<file path="src/rtl/shift_operand_buffer.sv">
// shift_operand_buffer
//   Two-entry in-order operand FIFO between decode and the shift unit.
//   It has a head register and a skid register. The head fields drive the
//   outputs directly. Entries with the illegal op code (3) are dropped, and
//   err_illegal_op pulses for one cycle when that happens.
//
// Ports
//   clk            rising-edge clock
//   rstn           synchronous active-low reset
//   flush          discard all buffered entries (and any push this cycle)
//   in_valid       upstream offers an entry
//   in_ready       buffer can accept an entry (count != 2)
//   in_a           operand a (rs1)
//   in_b           rs2 or immediate; only [4:0] is kept as shift amount
//   in_op          0 = SLL, 1 = SRL, 2 = SRA, 3 = illegal
//   out_valid      head entry available (count != 0)
//   out_ready      downstream consumes the head entry
//   out_a          head operand a
//   out_shamt      head shift amount
//   out_op         head op (0..2 only)
//   err_illegal_op one-cycle pulse after an illegal op was dropped
module shift_operand_buffer #(
    parameter int WIDTH = 32
) (
    input  logic             clk,
    input  logic             rstn,
    input  logic             flush,
    input  logic             in_valid,
    output logic             in_ready,
    input  logic [WIDTH-1:0] in_a,
    input  logic [WIDTH-1:0] in_b,
    input  logic [1:0]       in_op,
    output logic             out_valid,
    input  logic             out_ready,
    output logic [WIDTH-1:0] out_a,
    output logic [4:0]       out_shamt,
    output logic [1:0]       out_op,
    output logic             err_illegal_op
);

    typedef enum logic [1:0] {
        OCC_EMPTY = 2'd0,
        OCC_ONE   = 2'd1,
        OCC_FULL  = 2'd2
    } occ_t;

    occ_t occ, occ_next;

    logic [WIDTH-1:0] skid_a;
    logic [4:0]       skid_shamt;
    logic [1:0]       skid_op;

    logic in_fire, out_fire, push, illegal_drop;
    logic load_head_in, load_head_skid, load_skid_in;

    // Only the low five bits of in_b carry the shift amount.
    logic unused_b;
    assign unused_b = ^in_b[WIDTH-1:5];

    // Handshake flags depend only on registered occupancy.
    assign in_ready  = (occ != OCC_FULL);
    assign out_valid = (occ != OCC_EMPTY);

    assign in_fire      = in_valid & in_ready;
    assign out_fire     = out_valid & out_ready;
    assign push         = in_fire & (in_op != 2'd3) & ~flush;
    assign illegal_drop = in_fire & (in_op == 2'd3) & ~flush;

    always_ff @(posedge clk) begin
        if (!rstn) occ <= OCC_EMPTY;
        else       occ <= occ_next;
    end

    always_comb begin
        occ_next       = occ;
        load_head_in   = 1'b0;
        load_head_skid = 1'b0;
        load_skid_in   = 1'b0;
        if (flush) begin
            occ_next = OCC_EMPTY;
        end else begin
            case (occ)
                OCC_EMPTY: begin
                    if (push) begin
                        load_head_in = 1'b1;
                        occ_next     = OCC_ONE;
                    end
                end
                OCC_ONE: begin
                    if (push && out_fire) begin
                        // Replace the head in place: no bubble.
                        load_head_in = 1'b1;
                    end else if (push) begin
                        load_skid_in = 1'b1;
                        occ_next     = OCC_FULL;
                    end else if (out_fire) begin
                        occ_next = OCC_EMPTY;
                    end
                end
                OCC_FULL: begin
                    // in_ready is low here, so only a pop can happen.
                    if (out_fire) begin
                        load_head_skid = 1'b1;
                        occ_next       = OCC_ONE;
                    end
                end
                default: occ_next = OCC_EMPTY;
            endcase
        end
    end

    always_ff @(posedge clk) begin
        if (!rstn) begin
            out_a          <= '0;
            out_shamt      <= '0;
            out_op         <= '0;
            skid_a         <= '0;
            skid_shamt     <= '0;
            skid_op        <= '0;
            err_illegal_op <= 1'b0;
        end else begin
            err_illegal_op <= illegal_drop;
            if (load_head_in) begin
                out_a     <= in_a;
                out_shamt <= in_b[4:0];
                out_op    <= in_op;
            end else if (load_head_skid) begin
                out_a     <= skid_a;
                out_shamt <= skid_shamt;
                out_op    <= skid_op;
            end
            if (load_skid_in) begin
                skid_a     <= in_a;
                skid_shamt <= in_b[4:0];
                skid_op    <= in_op;
            end
        end
    end

endmodule
</file>
<file path="config.mk">
export PLATFORM = sky130hd
export DESIGN_NAME = shift_operand_buffer
export DESIGN_NICKNAME = d
export VERILOG_FILES = /design/src/rtl/shift_operand_buffer.sv
export SDC_FILE = /design/constraint.sdc
export NUM_CORES = 1
export LEC_CHECK = 0
export BUFFER_PORTS_ARGS = -buffer_cell sky130_fd_sc_hd__buf_4
export CAP_MARGIN = 15
export CORE_MARGIN = 5
export CORE_UTILIZATION = 49
export DETAILED_ROUTE_END_ITERATION = 10
export PLACE_DENSITY = 0.79
export SETUP_SLACK_MARGIN = 0.1
export SYNTH_ARGS = -nofsm -noshare
export SYNTH_HDL_FRONTEND = slang
export SYNTH_SLANG_ARGS = --single-unit
</file>
<file path="constraint.sdc">
create_clock -name clk -period 2 [get_ports clk]
set_clock_uncertainty 0.1 [all_clocks]
set_input_delay 0.3 -clock clk [delete_from_list [all_inputs] [get_ports clk]]
set_output_delay 0.3 -clock clk [all_outputs]
set_load 0.01 [all_outputs]
</file>
Word level (Yosys, flattened, before mapping)
Index checks and enable logic that the tools add are counted.
- bitwise operators: 8
- muxes and demuxes: 22
- equality and inequality tests: 9
- reductions and logical operators: 6
- operators by type and width (operator ; number):
    32-bit 2-to-1 mux ; 2
    2-bit 2-to-1 mux ; 7
    5-bit 2-to-1 mux ; 2
    2-bit inequality test (second input constant) ; 5
    1-bit 2-to-1 mux ; 9
    1-bit bitwise AND ; 6
    2-bit case mux with 3 select lines ; 1
    2-bit == test (second input constant) ; 2
    4-bit AND reduction ; 1
    2-bit nonzero test ; 2
    3-bit inequality test (second input constant) ; 1
    2-bit by 1-bit == test with 1-bit output (second input constant) ; 1
    2-bit zero test ; 1
    1-bit NOT ; 2
    1-bit case mux with 2 select lines ; 1
    2-bit OR reduction ; 1
    1-bit logical AND ; 1
- register bits: 81
- output and inout bits: 42

Logic depth before layout (Yosys ltp)
Gate-level depths: netlist of the first run.
- depth after elaboration: 9
- mapped depth: 7
- mapped depth without buffers: 4

Worst setup path before layout of the first run
No wires, ideal clock.
- kind: reg2reg
- from: register occ[0]
- to: register out_a[10]
- required time: 1.775 ns
- cell stages (with the launch flop): 7
- data arrival time: 1.409 ns
- setup slack: 0.366 ns
- buffers on the path: 2
- cells stage by stage: dfxtp_1 nor2b_2 or4b_4 buf_6 clkbuf_1 o21ai_0 a31oi_1
- cells in the longest elaborated chain, start to end: 9
- ends and longest elaborated chain (item ; line ; RTL):
    from (decl) ; 47 ; occ_t occ, occ_next;
    from (signal assigned) ; 71 ; else occ <= occ_next;
    2-bit inequality test ; 61 ; assign in_ready = (occ != OCC_FULL);
    1-bit bitwise AND ; 64 ; assign in_fire = in_valid & in_ready;
    1-bit bitwise AND (2 in a row) ; 66 ; assign push = in_fire & (in_op != 2'd3) & ~flush;
    1-bit logical AND ; 90 ; if (push && out_fire) begin
    1-bit 2-to-1 mux ; 90 ;
    1-bit case mux with 2 select lines ; 82 ; case (occ)
    1-bit 2-to-1 mux ; 79 ; if (flush) begin
    32-bit 2-to-1 mux / 2-bit nonzero test (equally long branches) ; - ;
    to (signal assigned) ; 124 ; out_a <= in_a;
    to (signal assigned) ; 128 ; out_a <= skid_a;
    to (decl) ; 35 ; output logic [WIDTH-1:0] out_a,
Parallel ways exist; a longest one is shown, timed or not.
A chain may end at the register's enable or synchronous reset.

Worst setup path after layout of the first run
- from: register occ[0]
- to: register out_a[3]
The elaborated chain is that of the path after synthesis.

==> results of run 1 <==
==> synth_stat cells <==
cell type | number | area [sq um]
or2_2 | 1 | 6.26
dfxtp_1 | 81 | 1620
clkbuf_1 | 27 | 101
nor2_1 | 1 | 3.75
a211oi_1 | 1 | 7.51
and4bb_2 | 1 | 12.5
nor3_1 | 1 | 5.00
inv_1 | 1 | 3.75
nand2b_1 | 2 | 12.5
nor2b_2 | 1 | 8.76
mux2i_1 | 1 | 10.0
and4b_1 | 1 | 10.0
nand2_1 | 119 | 447
or4b_4 | 1 | 13.8
nand2b_4 | 1 | 13.8
o21ai_0 | 79 | 395
buf_2 | 4 | 20.0
a21oi_1 | 1 | 5.00
buf_6 | 4 | 45.0
nand3b_1 | 1 | 7.51
a31oi_1 | 39 | 244
buf_4 | 4 | 30.0
or3_1 | 1 | 6.26
nor3_2 | 1 | 10.0
nand3_1 | 39 | 195
==> power breakdown <==
group | total [W] | internal [W] | leakage [nW] | switching (W)
Sequential | 0.00170 | 0.00167 | 0.659 | 0.0000307
Combinational | 0.000341 | 0.000173 | 0.811 | 0.000168
Clock | 0.00107 | 0.000464 | 0.0915 | 0.000611
Total | 0.00311 | 0.00230 | 1.56 | 0.000809
==> layout make-up <==
| cell class | count | area [sq um] |
|---|---|---|
| inverter | 1 | 3.75 |
| clock buffer | 9 | 124 |
| sequential | 81 | 1620 |
| multi-input combinational | 292 | 1420 |
| tap | 77 | 96.3 |
| clock inverter | 7 | 55.1 |
| fill | 562 | 2310 |
| timing repair buffer | 96 | 758 |
==> logic make-up (layout without fill, tap and decap cells) <==
family	count (synthesis)	in the layout	share of synthesized area [%]
muxes	1	1	0.309
and+or+nand+nor	171	171	23.2
DFF	81	81	50.1
buffers and inverters	40	113	6.19
AOI/OAI and AO/OA	120	120	20.1
==> flip-flops by register name, indices dropped and copies added (netlist names) <==
register	cells
out_shamt	5
occ	2
out_op	2
skid_a	32
err_illegal_op	1
out_a	32
skid_shamt	5
skid_op	2
==> metrics by stage <==
step                utilization (%)  hold WS, ps  setup WS (ps)  power (W)  instances
detailed placement             61.1          351            177    0.00208        547
finish                         63.9         40.6            276    0.00311        563
floorplan                         -          273            366    0.00189        413
CTS                            63.9         22.5            268    0.00315        563
global route                   63.9         35.0            178    0.00326        563
global placement               61.1          344            221    0.00207        547
==> layer usage <==
| layer | global-route usage (%) | vias to the layer above | wire [microns] |
|---|---|---|---|
| li1 | - | 1555 | - |
| met1 | 24.0 | 1411 | 3330 |
| met2 | 30.5 | 79 | 3560 |
| met3 | 5.45 | 6 | 506 |
| met4 | 5.99 | 0 | 70 |
| met5 | 0 | - | 0 |
==> critical path, cell delays in order (launching register included) <==
cell and delay, ps:
dfxtp_1 340, nor2b_2 180, or4b_4 510, buf_12 190, o21ai_0 200, a31oi_1 60
==> final timing paths <==
path / to / slack, ps
setup reg to reg: out_a[3] / 280
hold reg to reg: skid_shamt[0] / 360
setup / recovery: out_a[3] / 280
hold / removal: occ[1] / 40
==> impl_metrics.toml, run 1 <==
[drt]
first_pass_iters = 4
drtAntennaViolNets = 0
vias_per_cell = 5.42
drc = 0
drt_iter0_markers = 178
avgRoutedWirePerCell_microns = 13.3
vias = 3051
routed_wl_microns = 7470

[timing]
period_share_pct = 86.2
fin_tns_setup_ps = 0
fmax_ghz = 0.580
slew_violations = 0
hold_violations = 0
max_slew_margin_pct = 79.2
period_minus_slack_ps = 1720
rsz0062_at_grt = "no"
setup_viol = 0
tightest_slew_ps = 312

[final_layout]
final_cell_mix = "119 x nand2_1, 93 x buf_4, 81 x dfxtp_1"
nets = 552
antennaDiodeCount = 0
fin_area_sq_um = 4080
syn2layout_area_growth_pct = 26.1
drive_above_1_share_pct = 24.3
final_common_cell = "nand2_1"

[global_routing]
grt_pass1_vias = 2908
grt-ovfl-total = 0
track_usage_pct = 18.7
grt_pass1_wl_microns = 13300
grt_antenna_before_repair = 0
grt_max_degree = 59

[outcome]
status = "finished, final reports clean"

[worst_setup_path]
rr_startpoint = "occ[0]"
critPathLaunch = "occ[0]"
rr_worst_depth = 5
startpoint_type = "flop"
cp_max_fo = 54
criticalPathCategory = "reg -> reg"
required_ps = 2110
cp-end-kind = "flop"
cp.arrival_ps = 1840

[floorplan]
die_h_microns = 91.3
io_pins = 113
initial_core_util_pct = 50.7
dieArea_sq_um = 8330
core_sq_um = 6390
row_count = 29
fp.dieW_microns = 91.3

[clock_tree]
cts_tree = "yes"
cts_buffers = 9
cts_num_sinks = 81
root_buffer = "clkbuf_8"
path_clk_slew_ps = 90
hold_buffers = 0
post_cts_buffers = 0
htreeDepth = 3
cts_resized = 0
clock_latency_ps = 340
cts_max_path_buffers = 2

[power]
power.leakage_nw = 1.56
vdd_drop_max_mv = 0.465
power_density_nw_per_um2 = 763

[synth]
synthesis.nets = 484
synth_seq_cells = 81
ys_types = 25
ys_warn_count = 0
avgSynthCellArea_sq_um = 7.83
syn_inst = 413
yosysSeqAreaShare_pct = 50.1
netlist_area_sq_um = 3240

[worst_hold_path]
min-delay-start = "out_ready"
holdPathStages = 2
holdCritPathClass = "in -> reg"

[placement]
place_congestion = 0.812
place_area_sq_um = 3900
portBuffers = 85
dp_hpwl_microns = 5080

[job]
maxCapViolCount = 0
Note: power is estimated with default switching activity, not from simulation.
==> run 2, diff against run 1 <==
Settings changed: CORE_ASPECT_RATIO from default to 1.4, SLEW_MARGIN from default to 0.
Clock period 2 ns to 1.9 ns, I/O delays scaled along.
==> run 2 against run 1 <==
Register-to-register slack lost 120 ps. Power grew 21%. Final area increased by 2.5%. Hold slack better by 13 ps. Clock power up 50%. Clock-buffer cell count grew 1. Non-clock buffer count up 1. Largest cell class unchanged.
==> impl_metrics.toml, run 2 (synthesized netlist as in run 1, its figures left out) <==
[outcome]
status = "finished, final reports clean"

[worst_hold_path]
holdPathStages = 3
holdCritPathClass = "in -> reg"

[placement]
dp.cells = 544
dp_hpwl_microns = 5260
place_congestion = 0.766
post-place-ws_ps = 56.7
portBuffers = 85
place_area_sq_um = 3910

[drt]
first_pass_iters = 4
drc = 0
drtAntennaViolNets = 0
vias_per_cell = 5.58
drt_iter0_markers = 198
vias = 3123
routed_wl_microns = 7930
avgRoutedWirePerCell_microns = 14.2

[worst_setup_path]
slowest_delay_ps = 530
worst-path-stages = 5
startpoint_type = "flop"
criticalPathCategory = "reg -> reg"
cp.arrival_ps = 1880
rr_worst_depth = 5
cp_num_buf_inv = 1
path_cells = "nor2b_2, or4b_4, buf_12, o21ai_0, a31oi_1"
critical-path-top-delay-family = "simple AND/OR/NAND/NOR gates"
cp_max_fo = 48
required_ps = 2030
cp-end-kind = "flop"
critPathSlowestCell = "or4b_4"

[power]
combPwrFrac_pct = 9.7
clock_power_share_pct = 42.7
vdd_drop_max_mv = 0.509
p_sw_share_pct = 21.7
pwr-share-seq_pct = 47.6
p_int_w = 0.00294
power_density_nw_per_um2 = 899
power.leakage_nw = 1.60
p_switching_w = 0.000814

[clock_tree]
cts_buffers = 9
cts_num_sinks = 81
post_cts_buffers = 0
htreeDepth = 3
cts_tree = "yes"
clock_latency_ps = 350
root_buffer = "clkbuf_8"
cts_max_path_buffers = 2
path_clk_slew_ps = 80

[final_layout]
reg_top3 = "out_a x32, skid_a x32"
nets = 553
fillCellCount = 545
final_common_cell = "nand2_1"
fin_area_sq_um = 4180
fin_cells = 560
antennaDiodeCount = 0
syn2layout_area_growth_pct = 29.2
final_cell_mix = "119 x nand2_1, 91 x buf_4, 81 x dfxtp_1"
drive_above_1_share_pct = 23.9
final_core_util_pct = 64.0

[floorplan]
core_sq_um = 6530
fp.dieW_microns = 78.7
dieArea_sq_um = 8350
io_pins = 113
die_h_microns = 106
initial_core_util_pct = 49.6
row_count = 35

[timing]
finalWorstSetupSlack_ps = 152
fmax_ghz = 0.572
setup_viol = 0
max_slew_margin_pct = 81.1
period_minus_slack_ps = 1750
slew_violations = 0
tightest_slew_ps = 284
hold_violations = 0
period_share_pct = 92.0
fin_tns_setup_ps = 0
rsz0062_at_grt = "yes"

[global_routing]
grt_pass1_vias = 2882
grt_pass1_wl_microns = 13200
grt-ovfl-total = 0
track_usage_pct = 19.9
grt_max_degree = 58
grt_antenna_before_repair = 0

[job]
maxCapViolCount = 0
[run 2: power by group through the flow]
stage | registers, W | clock network (W) | logic (W)
after floorplan | 0.00185 | 0 | 0.000142
after global placement | 0.00183 | 0 | 0.000353
after detailed placement | 0.00183 | 0 | 0.000361
after CTS | 0.00179 | 0.00164 | 0.000366
after global routing | 0.00180 | 0.00172 | 0.000401
final | 0.00179 | 0.00160 | 0.000364
[run 2: timing repair]
item	4_1_cts	5_1_grt
resized for setup	0	4
endpoints found under the hold margin	1	0
hold buffers	1	0
setup endpoints to repair	0	14
[run 2: cell type report]
class                   instances  area [sq um]  area share, %
clock inverters                 5           129           3.08
flip-flops and latches         81          1620           38.8
multi-input cells             292          1420           34.0
repair buffers                 97           785           18.8
clock buffers                  10           128           3.05
well taps                      74          92.6           2.22
inverters                       1          3.75         0.0898
[run 2: tightest hold or removal path, stage by stage]
cell and delay (ps):
buf_4 80, nand3_1 50, o21ai_0 60
[run 2: layer usage]
metal | up-vias | global-route usage, % | share of wire (%)
met5 | - | 0 | 0
met4 | 0 | 10.1 | 2.2
met3 | 15 | 4.75 | 5.2
met2 | 80 | 33.2 | 51
met1 | 1472 | 23.6 | 42
li1 | 1556 | - | -
[run 2: worst paths after layout]
path | start | end | slack (ps)
worst max-delay path | occ[0] | out_a[10] | 150
worst min-delay path | in_a[22] | skid_a[22] | 50
worst max register to register | occ[0] | out_a[10] | 150
worst min register to register | skid_a[10] | skid_a[10] | 360
[run 2: through the flow]
stage	hold WS, ps	total power [W]
floorplan	258	0.00199
global placement	344	0.00218
detailed placement	352	0.00219
CTS	38.4	0.00379
global route	53.5	0.00391
finish	53.6	0.00376
